--- src/rtl/conv_pkg.sv ---
// conv_pkg: header field layout, packet type codes and feed FSM states shared by the feed controller
package conv_pkg;
    localparam int TYPE_LSB  = 0;
    localparam int CLR_BIT   = 2;
    localparam int START_BIT = 3;
    localparam int LEN_LSB   = 16;

    typedef enum logic [1:0] {T_PARA, T_WEI, T_FTM, T_RSVD} hdr_type_e;
    typedef enum logic [2:0] {S_HDR, S_PARA, S_WEI, S_FTM, S_DROP} feed_state_e;
endpackage

--- src/rtl/feed_hdr_decode.sv ---
// feed_hdr_decode: combinational split of a header word into type, clr, start_after and len
module feed_hdr_decode
    import conv_pkg::*;
#(
    parameter int B_LEN = 16
) (
    input  logic [START_BIT:0] word_ctl,
    input  logic [B_LEN-1:0]   word_len,
    output hdr_type_e          typ,
    output logic               clr,
    output logic               start_after,
    output logic [B_LEN-1:0]   len
);
    assign typ         = hdr_type_e'(word_ctl[TYPE_LSB +: 2]);
    assign clr         = word_ctl[CLR_BIT];
    assign start_after = word_ctl[START_BIT];
    assign len         = word_len;
endmodule

--- src/rtl/conv_feed_ctrl.sv ---
// conv_feed_ctrl: splits a headered stream into conv buffer writes, layer parameter loads and start pulses
module conv_feed_ctrl
    import conv_pkg::*;
#(
    parameter int DATA_WIDTH = 64,
    parameter int B_PARA     = 64,
    parameter int B_LEN      = 16
) (
    input  logic                  clk,
    input  logic                  rstn,
    input  logic [DATA_WIDTH-1:0] s_tdata,
    input  logic                  s_tvalid,
    input  logic                  s_tlast,
    output logic                  s_tready,
    input  logic                  halt,
    input  logic                  fb_full,
    input  logic                  wb_full,
    output logic [DATA_WIDTH-1:0] di,
    output logic                  fb_we,
    output logic                  wb_we,
    output logic                  fb_clr,
    output logic                  wb_clr,
    output logic [B_PARA-1:0]     para,
    output logic                  para_we,
    output logic                  start,
    output logic [1:0]            err
);
    feed_state_e           state_q, state_d;
    logic [B_LEN-1:0]      cnt_q, cnt_d;
    logic [DATA_WIDTH-1:0] di_q, di_d;
    logic [B_PARA-1:0]     para_q, para_d;
    logic [1:0]            err_q, err_d;
    logic                  fb_we_q, fb_we_d, wb_we_q, wb_we_d;
    logic                  fb_clr_q, fb_clr_d, wb_clr_q, wb_clr_d;
    logic                  para_we_q, para_we_d, start_q, start_d;
    logic                  start_pend_q, start_pend_d;
    hdr_type_e             h_typ;
    logic                  h_clr, h_start;
    logic [B_LEN-1:0]      h_len;
    logic                  acc, early;

    feed_hdr_decode #(.B_LEN(B_LEN)) u_dec (
        .word_ctl    (s_tdata[START_BIT:0]),
        .word_len    (s_tdata[LEN_LSB +: B_LEN]),
        .typ         (h_typ),
        .clr         (h_clr),
        .start_after (h_start),
        .len         (h_len)
    );

    assign s_tready = rstn && !halt && !(state_q == S_WEI && wb_full) && !(state_q == S_FTM && fb_full);
    assign acc      = s_tvalid && s_tready;
    assign early    = s_tlast && cnt_q > B_LEN'(1);

    always_comb begin
        state_d      = state_q;
        cnt_d        = cnt_q;
        di_d         = di_q;
        para_d       = para_q;
        err_d        = err_q;
        fb_we_d      = 1'b0;
        wb_we_d      = 1'b0;
        fb_clr_d     = 1'b0;
        wb_clr_d     = 1'b0;
        para_we_d    = 1'b0;
        start_pend_d = start_pend_q;
        start_d      = para_we_q && start_pend_q;
        if (acc && state_q == S_HDR) begin
            // a PARA packet always carries exactly one payload word
            cnt_d        = (h_typ == T_PARA) ? B_LEN'(1) : h_len;
            start_pend_d = (h_typ == T_PARA) ? h_start : start_pend_q;
            wb_clr_d     = h_clr && h_typ == T_WEI;
            fb_clr_d     = h_clr && h_typ == T_FTM;
            err_d[0]     = err_q[0] || h_typ == T_RSVD;
            state_d      = (h_typ == T_PARA) ? S_PARA :
                           (h_len == '0)     ? S_HDR  :
                           (h_typ == T_WEI)  ? S_WEI  :
                           (h_typ == T_FTM)  ? S_FTM  : S_DROP;
        end else if (acc) begin
            cnt_d     = early ? '0 : cnt_q - B_LEN'(1);
            state_d   = (early || cnt_q == B_LEN'(1)) ? S_HDR : state_q;
            err_d[1]  = err_q[1] || early;
            wb_we_d   = state_q == S_WEI;
            fb_we_d   = state_q == S_FTM;
            para_we_d = state_q == S_PARA;
            di_d      = (state_q == S_WEI || state_q == S_FTM) ? s_tdata : di_q;
            para_d    = (state_q == S_PARA) ? s_tdata[B_PARA-1:0] : para_q;
        end
    end

    always_ff @(posedge clk) begin
        if (!rstn) begin
            state_q      <= S_HDR;
            cnt_q        <= '0;
            di_q         <= '0;
            para_q       <= '0;
            err_q        <= '0;
            fb_we_q      <= 1'b0;
            wb_we_q      <= 1'b0;
            fb_clr_q     <= 1'b0;
            wb_clr_q     <= 1'b0;
            para_we_q    <= 1'b0;
            start_q      <= 1'b0;
            start_pend_q <= 1'b0;
        end else begin
            state_q      <= state_d;
            cnt_q        <= cnt_d;
            di_q         <= di_d;
            para_q       <= para_d;
            err_q        <= err_d;
            fb_we_q      <= fb_we_d;
            wb_we_q      <= wb_we_d;
            fb_clr_q     <= fb_clr_d;
            wb_clr_q     <= wb_clr_d;
            para_we_q    <= para_we_d;
            start_q      <= start_d;
            start_pend_q <= start_pend_d;
        end
    end

    assign di      = di_q;
    assign para    = para_q;
    assign err     = err_q;
    assign fb_we   = fb_we_q;
    assign wb_we   = wb_we_q;
    assign fb_clr  = fb_clr_q;
    assign wb_clr  = wb_clr_q;
    assign para_we = para_we_q;
    assign start   = start_q;
endmodule

--- config.mk ---
export PLATFORM = sky130hd
export DESIGN_NAME = conv_feed_ctrl
export DESIGN_NICKNAME = d
export VERILOG_FILES = /design/src/rtl/conv_pkg.sv /design/src/rtl/feed_hdr_decode.sv /design/src/rtl/conv_feed_ctrl.sv
export SDC_FILE = /design/constraint.sdc
export NUM_CORES = 1
export LEC_CHECK = 0
export CAP_MARGIN = 20
export CORE_UTILIZATION = 40
export CTS_CLUSTER_DIAMETER = 30
export DETAILED_ROUTE_END_ITERATION = 8
export PLACE_DENSITY = 0.72
export SLEW_MARGIN = 20
export SYNTH_ARGS = -nofsm -noshare
export SYNTH_HDL_FRONTEND = slang
export SYNTH_SLANG_ARGS = --single-unit
--- constraint.sdc ---
create_clock -name clk -period 1.9 [get_ports clk]
set_input_delay 0.38 -clock clk [delete_from_list [all_inputs] [get_ports clk]]
set_output_delay 0.38 -clock clk [all_outputs]
set_load 0.01 [all_outputs]
# Word-level counts from Yosys, hierarchy flattened
# Index checks and enable logic that the tools add are counted.
[totals]
reg_bits = 156
in_bits = 71
out_inout_bits = 137
wordCells = 66
[op_classes]
add_sub_neg = 1
magnitude_cmp = 1
eq_ne = 7
n_mux = 11
n_bitwise = 3
n_reduce_logical = 30
[op_table]
columns = ["cell", "count"]
rows = [
  ["$mux W16", 4],
  ["$mux W3", 7],
  ["$eq A16 B1 Y1 const B", 1],
  ["$gt A16 B1 Y1 const B", 1],
  ["$logic_not A16 Y1", 1],
  ["$sub A16 B1 Y16 const B", 1],
  ["$logic_and A1 B1 Y1", 11],
  ["$reduce_and A2 Y1", 4],
  ["$eq A3 B2 Y1 const B", 2],
  ["$reduce_and A3 Y1", 2],
  ["$eq A2 B2 Y1 const B", 2],
  ["$logic_or A1 B1 Y1", 4],
  ["$reduce_bool A2 Y1", 2],
  ["$eq A3 B1 Y1 const B", 1],
  ["$logic_not A1 Y1", 3],
  ["$logic_not A3 Y1", 1],
  ["$not A1 Y1", 3],
  ["$reduce_or A3 Y1", 1],
  ["$eq A2 B1 Y1 const B", 1],
  ["$logic_not A2 Y1", 1],
]

# Longest topological paths before layout
[depth]
depth_word = 9
mapped_depth = 9
ltp_nobuf = 7

# Hierarchy
# Synthesis repeated with hierarchy kept, for this count alone.
[unflattened]
cells_unflattened = 781
hier_area_um2 = 6168.4
[by_module_without_submodules]
columns = ["mod", "n_inst", "cells_each", "area_each_um2", "seq_area_each_um2"]
rows = [
  ["conv_feed_ctrl", 1, 761, 6018.3, 3123.0],
  ["feed_hdr_decode", 1, 20, 150.1, 0.0],
]

# Worst setup path before layout
# Ideal clock, no wire load.
[synth_timing]
kind = "input to register"
startpoint = "input port rstn"
endpoint = "register para_q[13] (netlist: para[13])"
setup_ps = 116
t_arrival_ps = 1654
t_required_ps = 1784
path_slack_ps = 130
path_stages = 8
n_path_buf = 3
path_cell_list = "buf_2 > and2b_1 > o2111ai_1 > or3_1 > buf_2 > clkbuf_1 > nand2_1 > a21boi_1"
[synth_between]
elab_chain_cells = 7
[synth_rtl]
columns = ["element", "line_no", "text"]
rows = [
  ["from (decl)", "conv_feed_ctrl.sv:10", "input logic rstn,"],
  ["$logic_and A1 B1 Y1 (3 in series)", "conv_feed_ctrl.sv:51", "assign s_tready = rstn && !halt && !(state_q == S_WEI && wb_full) && !(state_q == S_FTM && fb_full);"],
  ["$logic_and A1 B1 Y1", "conv_feed_ctrl.sv:52", "assign acc = s_tvalid && s_tready;"],
  ["$logic_and A1 B1 Y1", "conv_feed_ctrl.sv:68", "if (acc && state_q == S_HDR) begin"],
  ["$not A1 Y1 (no source line)", "n/a", ""],
  ["$reduce_and A3 Y1 (no source line)", "n/a", ""],
  ["to (signal assigned)", "conv_feed_ctrl.sv:109", "para_q <= para_d;"],
  ["to (decl)", "conv_feed_ctrl.sv:31", "logic [B_PARA-1:0] para_q, para_d;"],
]
# Parallel ways exist; a longest one is shown, timed or not.
# A chain may end at the register's enable or synchronous reset.

# Worst setup path in the final report
[layout_timing]
startpoint = "input port wb_full"
endpoint = "output port s_tready"
[layout_between]
elab_chain_cells = 4
[layout_rtl]
columns = ["element", "line_no", "text"]
rows = [
  ["from (decl)", "conv_feed_ctrl.sv:17", "input logic wb_full,"],
  ["$logic_and A1 B1 Y1", "conv_feed_ctrl.sv:51", ""],
  ["$logic_not A1 Y1", "conv_feed_ctrl.sv:51", ""],
  ["$logic_and A1 B1 Y1 (2 in series)", "conv_feed_ctrl.sv:51", ""],
  ["to (decl)", "conv_feed_ctrl.sv:14", "output logic s_tready,"],
]
# No other way between the ends.

==> impl_metrics.env <==
export IMPL_wirelength_um=18600
export IMPL_drive_gt1_frac=0.115
export IMPL_slew_violations=0
export IMPL_grt_use_total=0.227
export IMPL_clock_sinks=156
export IMPL_grt_pass1_wl_um=29400
export IMPL_dr_first_iter_drc_count=326
export IMPL_hold_buffers=0
export IMPL_core_area_mm2=0.0154
export IMPL_clkLatencyLatePin_ps=420
export IMPL_min_path_type="reg -> reg"
export IMPL_max_cap_violations=0
export IMPL_cts_setup_buffers=0
export IMPL_p_int_mw=5.83
export IMPL_yosysSeqAreaShare=0.488
export IMPL_power_net_switching_mw=1.92
export IMPL_synth_edf_count=0
export IMPL_num_io_pins=208
export IMPL_clk_pin_slew_ps=60
export IMPL_wl_per_cell_um=15.3
export IMPL_syn_area_per_cell_um2=8.47
export IMPL_max_stage_delay_ps=510
export IMPL_start_util=0.415
export IMPL_num_vias=6033
export IMPL_crit_type="in -> out"
export IMPL_rows=45
export IMPL_yosysWarnings=0
export IMPL_dp_hpwl_um=12300
export IMPL_ctsHtreeMaxLevel=4
export IMPL_layout_common_cells="275 x nand2_1, 205 x clkdlybuf4s50_1, 154 x dfxtp_1, 112 x a21boi_1, 51 x buf_4"
export IMPL_crit_chain="clkdlybuf4s50_1 -> nand4bb_4 -> buf_4 -> o211a_1 -> buf_2"
export IMPL_clock_skew_ps=6.30
export IMPL_worst_pin_slew_ps=622
export IMPL_peakVddDrop_mv=0.586
export IMPL_mostFrequentLayoutCell="nand2_1"
export IMPL_fin_area_mm2=0.00968
export IMPL_crit_path_top_delay_cell="clkdlybuf4s50_1"
export IMPL_endpoint_kind="primary output"
export IMPL_synth_nets=834
export IMPL_cts_root_buffer="clkbuf_16"
export IMPL_grt_max_degree=153
export IMPL_postLayoutCoreUtil=0.627
export IMPL_hold_viol_final=0
export IMPL_layout_worst_path_cycle_share=0.945
export IMPL_path_buf_inv=3
export IMPL_max_freq_mhz=557
export IMPL_grt_overflow=0
export IMPL_maxSlewHeadroom=0.585
export IMPL_fin_nets=1065
export IMPL_antenna_found_initial=0
export IMPL_cts_buffers_inserted=17
export IMPL_power_frac_clock=0.434
export IMPL_dominantRegCellSynth="dfxtp_1"
export IMPL_area_growth_pct=51.2
export IMPL_status="completed"
export IMPL_clockBufferDepth=2
export IMPL_critPathMaxFanout=2
export IMPL_start_kind="primary input"
export IMPL_ant_nets=0
export IMPL_synthCells=756
export IMPL_dpl_cell_area_mm2=0.00900
export IMPL_drc=0
export IMPL_yosysUniqueCellTypes=56
export IMPL_setup_violations=0
export IMPL_n_antenna_cell=0
export IMPL_rsz0062_at_grt="no"
export IMPL_power_density_mw_per_mm2=801
export IMPL_async_flop_share=0
export IMPL_grt_pass1_vias=5785
export IMPL_syn_area_mm2=0.00640
export IMPL_synth_seq_cells=156
export IMPL_period_needed_ps=1800
export IMPL_power_frac_seq=0.436
export IMPL_gp_congestion=0.835
export IMPL_required_ps=1520
export IMPL_power_frac_comb=0.130
export IMPL_die_w_um=129
export IMPL_path_delay_family="buffers and inverters"
export IMPL_leakage_nw=3.41
export IMPL_cts_tree="yes"
export IMPL_crit_arrival_ps=1420
export IMPL_die_area_mm2=0.0165
export IMPL_dr_pass1_iters=5
export IMPL_numPortBuffers=207
export IMPL_die_h_um=129
export IMPL_p_sw_frac=0.247
export IMPL_viasPerCell=4.98
cells by family (layout without fill, tap and decap cells):
kind of cell / after synthesis / in the layout / share of synthesized area
AND/OR/NAND/NOR: 336 / 336 / 0.221
AO/OA/AOI/OAI: 193 / 193 / 0.222
adder cells (fa/ha/maj): 7 / 7 / 0.0137
buffers and inverters: 61 / 305 / 0.0512
flip-flops: 156 / 156 / 0.488
XOR/XNOR: 3 / 3 / 0.00410
state kept, by name, summed over array words and instances (netlist names):
register      count
cnt_q            16
di               64
err               2
fb_clr            1
fb_we             1
para             64
para_we           1
start             1
start_pend_q      1
state_q           3
wb_clr            1
wb_we             1
cell usage after synthesis (all sizes together) (3+ instances only):
cell,number,area [µm²]
nand2,275,1030
dfxtp,156,3120
a21boi,131,983
buf,32,209
clkbuf,23,96.3
nor2,12,47.6
o21ai,12,71.3
nor4,11,90.1
a21oi,8,43.8
a31oi,8,50.1
nand3,8,40.0
o22ai,8,50.1
a22oi,7,52.6
a32oi,7,61.3
ha,7,87.6
nor3,7,35.0
inv,6,22.5
and3,5,31.3
nor3b,3,22.5
routing by layer:
layer  part of all wire  track usage
met3              0.083       0.0699
met1               0.43        0.278
met4              0.019       0.0900
met2               0.46        0.373
met5                  0            0
repair_timing:
item	in CTS	in global routing
endpoints found under the setup margin	1	26
pin swaps	0	1
resized for setup	9	11
gates cloned	0	1
power by group through the flow:
stage | Clock (mW) | Combinational (mW) | Sequential, mW
2_1_floorplan | 0 | 0.524 | 3.44
3_3_place_gp | 0 | 0.968 | 3.44
3_5_place_dp | 0 | 0.970 | 3.44
4_1_cts | 3.44 | 0.983 | 3.37
5_1_grt | 3.56 | 1.10 | 3.39
6_report | 3.37 | 1.01 | 3.38
metrics by stage:
step | TNS [ps] | std cells | hold WS (ps) | worst slack [ps] | total power, mW
final | 0 | 1211 | 450 | 104 | 7.75
after global routing | 0 | 1211 | 464 | 1.12 | 8.05
after floorplan | 0 | 756 | 439 | 130 | 3.97
after detailed placement | -38970 | 1178 | 444 | -407 | 4.41
after CTS | 0 | 1210 | 452 | 10.2 | 7.79
after global placement | -37290 | 1178 | 440 | -332 | 4.41
final cells by class:
cell class,instances,area [µm²]
Sequential cell,156,3130
Clock buffer,20,447
Timing Repair Buffer,267,2650
Fill cell,1380,5750
Tap cell,211,264
Multi-Input combinational cell,539,3030
Clock inverter,12,138
Inverter,6,25.0
worst min-delay path: stages (launching register included):
cell and delay, ps:
dfxtp_1 310, nand2_1 50, a21boi_1 50
path summary, 6_finish.rpt:
path / endpoint / slack, ps / start / depth (start not counted)
setup / recovery: s_tready / 100 / wb_full / 5
hold / removal: di[56] / 450 / di[56] / 2
setup reg to reg: cnt_q[15] / 120 / cnt_q[7] / 5
hold reg to reg: di[56] / 450 / di[56] / 2
No activity file was read; power rests on OpenSTA's default activity.
